===== src/rtl/serial_borrow_subtractor.sv =====
// serial_borrow_subtractor
// Bit-serial ripple-borrow subtractor: D = A - B - Bin, one bit per clock,
// LSB first, built from a single full-subtractor cell and a borrow flip-flop.
// A start/busy/done handshake frames each operation, and the result registers
// hold the previous difference until the next operation completes.
//
// Optional feature: define SERIAL_SUB_SIGNED_OVF_EN to add the 'ovf' output.
// It is a signed two's-complement overflow flag that is loaded together with D.
module serial_borrow_subtractor #(
  parameter int WIDTH = 4
) (
  input  logic             clk,
  input  logic             rst_n,
  input  logic             start,
  input  logic [WIDTH-1:0] A,
  input  logic [WIDTH-1:0] B,
  input  logic             Bin,
  output logic [WIDTH-1:0] D,
  output logic             Bout,
  output logic             busy,
  output logic             done
`ifdef SERIAL_SUB_SIGNED_OVF_EN
  ,
  output logic             ovf
`endif
);

  // The counter is kept at least one bit wide so that WIDTH = 1 still elaborates.
  localparam int CW = (WIDTH > 1) ? $clog2(WIDTH) : 1;
  localparam logic [CW-1:0] LAST_BIT = CW'(WIDTH - 1);

  typedef enum logic {
    IDLE = 1'b0,
    RUN  = 1'b1
  } state_t;

  state_t           r_state;
  logic [WIDTH-1:0] r_a;
  logic [WIDTH-1:0] r_b;
  logic [WIDTH-1:0] r_res;
  logic [WIDTH-1:0] r_d;
  logic [CW-1:0]    r_cnt;
  logic             r_brw;
  logic             r_bout;
  logic             r_done;

`ifdef SERIAL_SUB_SIGNED_OVF_EN
  logic             r_aMsb;
  logic             r_bMsb;
  logic             r_ovf;
`endif

  // Full-subtractor cell operating on the current LSBs of the operand registers.
  logic             w_ai;
  logic             w_bi;
  logic             w_di;
  logic             w_brwNext;
  logic [WIDTH:0]   w_resWide;
  logic [WIDTH-1:0] w_resNext;
  logic             w_lastBit;

  assign w_ai      = r_a[0];
  assign w_bi      = r_b[0];
  assign w_di      = w_ai ^ w_bi ^ r_brw;
  assign w_brwNext = (~w_ai & w_bi) | (~(w_ai ^ w_bi) & r_brw);

  // The new difference bit enters from the MSB end. Building a WIDTH+1 wide
  // word and dropping its LSB avoids an empty slice when WIDTH = 1.
  assign w_resWide = {w_di, r_res};
  assign w_resNext = w_resWide[WIDTH:1];
  assign w_lastBit = (r_cnt == LAST_BIT);

  // Sequencing, operand capture, bit-serial datapath and registered results.
  always_ff @(posedge clk or negedge rst_n) begin
    if (!rst_n) begin
      r_state <= IDLE;
      r_a     <= '0;
      r_b     <= '0;
      r_res   <= '0;
      r_d     <= '0;
      r_cnt   <= '0;
      r_brw   <= 1'b0;
      r_bout  <= 1'b0;
      r_done  <= 1'b0;
`ifdef SERIAL_SUB_SIGNED_OVF_EN
      r_aMsb  <= 1'b0;
      r_bMsb  <= 1'b0;
      r_ovf   <= 1'b0;
`endif
    end else begin
      r_done <= 1'b0;
      case (r_state)
        IDLE: begin
          if (start) begin
            r_a     <= A;
            r_b     <= B;
            r_brw   <= Bin;
            r_res   <= '0;
            r_cnt   <= '0;
`ifdef SERIAL_SUB_SIGNED_OVF_EN
            r_aMsb  <= A[WIDTH-1];
            r_bMsb  <= B[WIDTH-1];
`endif
            r_state <= RUN;
          end
        end
        RUN: begin
          r_a   <= r_a >> 1;
          r_b   <= r_b >> 1;
          r_brw <= w_brwNext;
          r_res <= w_resNext;
          r_cnt <= r_cnt + 1'b1;
          if (w_lastBit) begin
            r_d     <= w_resNext;
            r_bout  <= w_brwNext;
            r_done  <= 1'b1;
`ifdef SERIAL_SUB_SIGNED_OVF_EN
            r_ovf   <= (r_aMsb != r_bMsb) && (w_resNext[WIDTH-1] != r_aMsb);
`endif
            r_state <= IDLE;
          end
        end
        default: begin
          r_state <= IDLE;
        end
      endcase
    end
  end

  assign D    = r_d;
  assign Bout = r_bout;
  assign done = r_done;
  assign busy = (r_state == RUN);
`ifdef SERIAL_SUB_SIGNED_OVF_EN
  assign ovf  = r_ovf;
`endif

endmodule


===== config.mk =====
export PLATFORM = sky130hd
export DESIGN_NAME = serial_borrow_subtractor
export DESIGN_NICKNAME = d
export VERILOG_FILES = /design/src/rtl/serial_borrow_subtractor.sv
export SDC_FILE = /design/constraint.sdc
export NUM_CORES = 1
export LEC_CHECK = 0
export CAP_MARGIN = 20
export CORE_MARGIN = 4
export CORE_UTILIZATION = 45
export DETAILED_ROUTE_END_ITERATION = 16
export PLACE_DENSITY_LB_ADDON = 0.05
export SETUP_SLACK_MARGIN = 0.3
export SLEW_MARGIN = 15
export SYNTH_ARGS = -nofsm -noshare
export SYNTH_HDL_FRONTEND = slang
export SYNTH_SLANG_ARGS = --single-unit

===== constraint.sdc =====
create_clock -name clk -period 3.93 [get_ports clk]
set_input_delay 0.5895 -clock clk [delete_from_list [all_inputs] [get_ports clk]]
set_output_delay 0.5895 -clock clk [all_outputs]
set_load 0.1 [all_outputs]

==> key figures <==
Outcome
  – Outcome: complete, no violations

Clock tree
  – Clock latency on the worst-skew pair: 0.29 ns
  – Clock Sink Count: 21
  – Resize count post-CTS: 0
  – Root cell of the clock tree: sky130_fd_sc_hd__clkbuf_4
  – TritonCTS clock tree: built
  – Worst-case clock buffer depth: 2
  – CTS clk-pin slew, worst paths: approximately 0.12 ns
  – Hold buffer count at CTS: 0
  – Number of buffers added by the clock tree synthesis step: 3
  – Total number of H-tree levels: 1
  – Buffers inserted during post-CTS setup optimization: 0

Final layout
  – Filler cells: 185
  – Proportion of layout cells with a drive suffix above 1: 0.1196
  – Diodes inserted: 0
  – Nets@finish: 107
  – Final instance area: 1139 um^2
  – Non-filler cells in the finished layout: 119
  – Area added between synthesis and finish: 23.98%

STA
  – Maximum clock frequency: roughly 0.42 GHz
  – Final worst-path cycle share: 0.6056
  – Sum of negative setup slack: 0 ns
  – Worst setup skew after layout: 0.006437 ns
  – Final-layout worst hold slack: roughly 0.5 ns
  – Final hold vios: 0
  – Final setup violation count: 0
  – Worst slew margin relative to its limit: 0.3567
  – Final critical path time including I/O delays and setup: 2.380 ns
  – Unrepaired setup endpoints after global routing: false
  – Final Max Slew Viols: 0
  – Slew at the pin closest to its max-slew limit: 0.9620 ns

Yosys
  – Area share of the largest cell type after synthesis: 0.5722
  – Synthesized area: around 920 um^2
  – Nets in the synthesized netlist: 87
  – Prevailing post-synth register cell: sky130_fd_sc_hd__dfrtp_1
  – Post-synthesis async set-or-reset flop share: 1.000
  – Count of distinct cell types in the synthesized netlist: 18
  – Number of synthesized flops with an enable pin: 0
  – Cell accounting for the most synthesized area: sky130_fd_sc_hd__dfrtp_1
  – Post-Syn Instances: 73
  – Number of synthesized register bits: 21
  – Average cell area after synthesis: approximately 13 um^2
  – Yosys warning total: 0
  – Seq/Total Area, Yosys: 0.5722
  – Biggest area contributors in the synthesized netlist: sky130_fd_sc_hd__dfrtp_1 (57%), sky130_fd_sc_hd__mux2i_1 (13%), sky130_fd_sc_hd__mux2_4 (6.5%)

Setup path
  – Peak fanout along the critical path: 2
  – RR Endpoint: D[3]$_DFFE_PN0P_
  – Data required time at the worst endpoint: 3.34 ns
  – Crit path kind: flop to output port
  – Largest stage delay, worst path: 1.13 ns
  – Largest delay contributor family on the critical path: buffers and inverters
  – R2R setup slack: 2.64 ns
  – Category of the worst setup path capture point: output port
  – Arrival time at the worst endpoint: ~1.8 ns
  – Cell Chain, Critical Path: clkdlybuf4s50_1
  – Count of buffering cells on the critical path with inverters included: 1
  – Reg2reg path depth: 2
  – Master of the slowest instance on the critical path: sky130_fd_sc_hd__clkdlybuf4s50_1
  – Worst flop-to-flop path startpoint: r_a[0]$_DFFE_PN0P_
  – Worst setup SP type: flop

GRT
  – All-Layer GR Usage: 0.1175
  – Wire length of the first global-routing pass: 2.339 mm
  – Number of antenna violations at the first check in global routing: 0
  – Global-route congestion overflow total: 0
  – Number of global-route vias before repair: roughly 580
  – Largest net degree at the start of global routing: 26

Placement
  – DP Wirelength: 949.5 um
  – GP Congestion: 0.6786
  – Count of buffers inserted at the top-level ports: 18
  – Placed instance count: 115
  – Cell Area, Placed: 1111 um^2

Power and ir drop
  – Power per standard cell area: 890.2 nW/um^2
  – Largest vdd supply drop: 0.0003618 V
  – Leakage component of the power: 0.5541 nW

Die
  – Die area: around 2800 um^2
  – Number of placement rows: 16
  – Height of the die: ~53 um
  – I/O Pins: 19
  – Initial Util: 0.4729
  – Horizontal die dimension: 53.18 um
  – Placeable core region: between 1500 and 2000 um^2

Min path
  – Cell count of the worst hold path: 2
  – Start point of the worst min-delay path: r_a[2]$_DFFE_PN0P_
  – Endpoint of the worst hold path: r_a[1]$_DFFE_PN0P_
  – Class of the worst hold path: flop to flop

Run
  – Max cap viols: 0

Detailed routing
  – Violation count after the first detailed-routing iteration: 1
  – Count of antenna-violating nets left after detailed routing: 0
  – Total vias in the final route: 585
  – WL/cell: 11.18 um
  – Post-detailed-routing wire length: 1.331 mm
  – Via-to-Cell Ratio: 4.916
  – Post-route DRC: 0
  – First-pass iteration count of the detailed router: 2
-- worst min-delay path: stages (launching register included) --
cell and delay [ns]:
sky130_fd_sc_hd__dfrtp_1 0.36, sky130_fd_sc_hd__nand2_1 0.05, sky130_fd_sc_hd__o21ai_1 0.06
-- cell usage after synthesis, types with 2 or more instances --
cell and instances:
sky130_fd_sc_hd__dfrtp_1 21, sky130_fd_sc_hd__buf_2 2, sky130_fd_sc_hd__nor2_1 3, sky130_fd_sc_hd__mux2i_1 12
sky130_fd_sc_hd__nand2_1 8, sky130_fd_sc_hd__o21ai_0 2, sky130_fd_sc_hd__o21ai_1 6, sky130_fd_sc_hd__inv_1 4
sky130_fd_sc_hd__a22o_1 2, sky130_fd_sc_hd__nand2b_1 2, sky130_fd_sc_hd__mux2_4 4
-- per-layer routing --
layer | global-route usage | part of all wire
met5 | 0 | 0
met4 | 0.06383 | 0
met3 | 0.02535 | 0.067
met2 | 0.2107 | 0.51
met1 | 0.1268 | 0.42
-- how the worst max path moves through the flow --
stage | startpoint | end | slack, ns | depth (start not counted)
detailed placement | D[0]$_DFFE_PN0P_ | D[0] | 1.88 | 1
floorplan | busy$_DFF_PN0_ | D[0]$_DFFE_PN0P_ | 2.26 | 3
CTS | Bout$_DFFE_PN0P_ | Bout | 1.53 | 1
global placement | D[2]$_DFFE_PN0P_ | D[2] | 1.88 | 1
global route | D[1]$_DFFE_PN0P_ | D[1] | 1.48 | 1
finish | Bout$_DFFE_PN0P_ | Bout | 1.55 | 1
-- cell usage in the layout (no fill, tap or decap) --
cell                              synthesis  final
sky130_fd_sc_hd__a22o_1                   2      2
sky130_fd_sc_hd__nand2_4                  1      1
sky130_fd_sc_hd__fa_1                     1      1
sky130_fd_sc_hd__o21ai_0                  2      2
sky130_fd_sc_hd__mux2_4                   4      4
sky130_fd_sc_hd__buf_4                    1      1
sky130_fd_sc_hd__a21oi_1                  1      1
sky130_fd_sc_hd__inv_1                    4      4
sky130_fd_sc_hd__nand2_1                  8      8
sky130_fd_sc_hd__clkinv_2                 0      1
sky130_fd_sc_hd__dfrtp_1                 21     21
sky130_fd_sc_hd__mux2i_1                 12     12
sky130_fd_sc_hd__o21ai_1                  6      6
sky130_fd_sc_hd__clkdlybuf4s50_1          0     18
sky130_fd_sc_hd__clkbuf_4                 0      3
sky130_fd_sc_hd__nor2_1                   3      3
sky130_fd_sc_hd__nand2b_2                 1      1
sky130_fd_sc_hd__nand2b_1                 2      2
sky130_fd_sc_hd__ha_1                     1      1
-- final cells by class --
| class | instances | area, um^2 | area share |
|---|---|---|---|
| Sequential cell | 21 | 525.5 | 0.4615 |
| Multi-Input combinational cell | 44 | 349.1 | 0.3066 |
| Timing Repair Buffer | 19 | 187.7 | 0.1648 |
| Inverter | 4 | 15.01 | 0.01319 |
| Clock inverter | 1 | 5.005 | 0.004396 |
| Clock buffer | 3 | 22.52 | 0.01978 |
| Tap cell | 27 | 33.78 | 0.02967 |
-- through the flow --
stage | total power, mW | util | setup slack [ns]
2_1_floorplan | 0.8099 | - | 2.256
3_3_place_gp | 0.9194 | 0.5722 | 1.884
3_5_place_dp | 0.9279 | 0.5722 | 1.877
4_1_cts | 1.029 | 0.5863 | 1.529
5_1_grt | 1.080 | 0.5863 | 1.483
6_report | 1.014 | 0.5863 | 1.550
-- registers in the layout, summed over array words and instances, names as in the netlist --
register	flops
r_a	4
r_cnt	2
Bout	1
r_brw	1
busy	1
r_res	3
done	1
D	4
r_b	4
-- power breakdown --
part / switching, mW / internal (mW) / total (mW)
logic: 0.365 / 0.190 / 0.555
clock network: 0.0624 / 0.0378 / 0.100
registers: 0.0503 / 0.308 / 0.358
-- cells by family after synthesis --
| logic type | count (synthesis) | synth area share |
|---|---|---|
| mux | 16 | 0.1962 |
| fa+ha+maj | 2 | 0.03542 |
| buf+inv | 8 | 0.04768 |
| compound gates | 11 | 0.06812 |
| simple gates | 15 | 0.08038 |
| flops | 21 | 0.5722 |
Power figures use the tool's default switching activity.
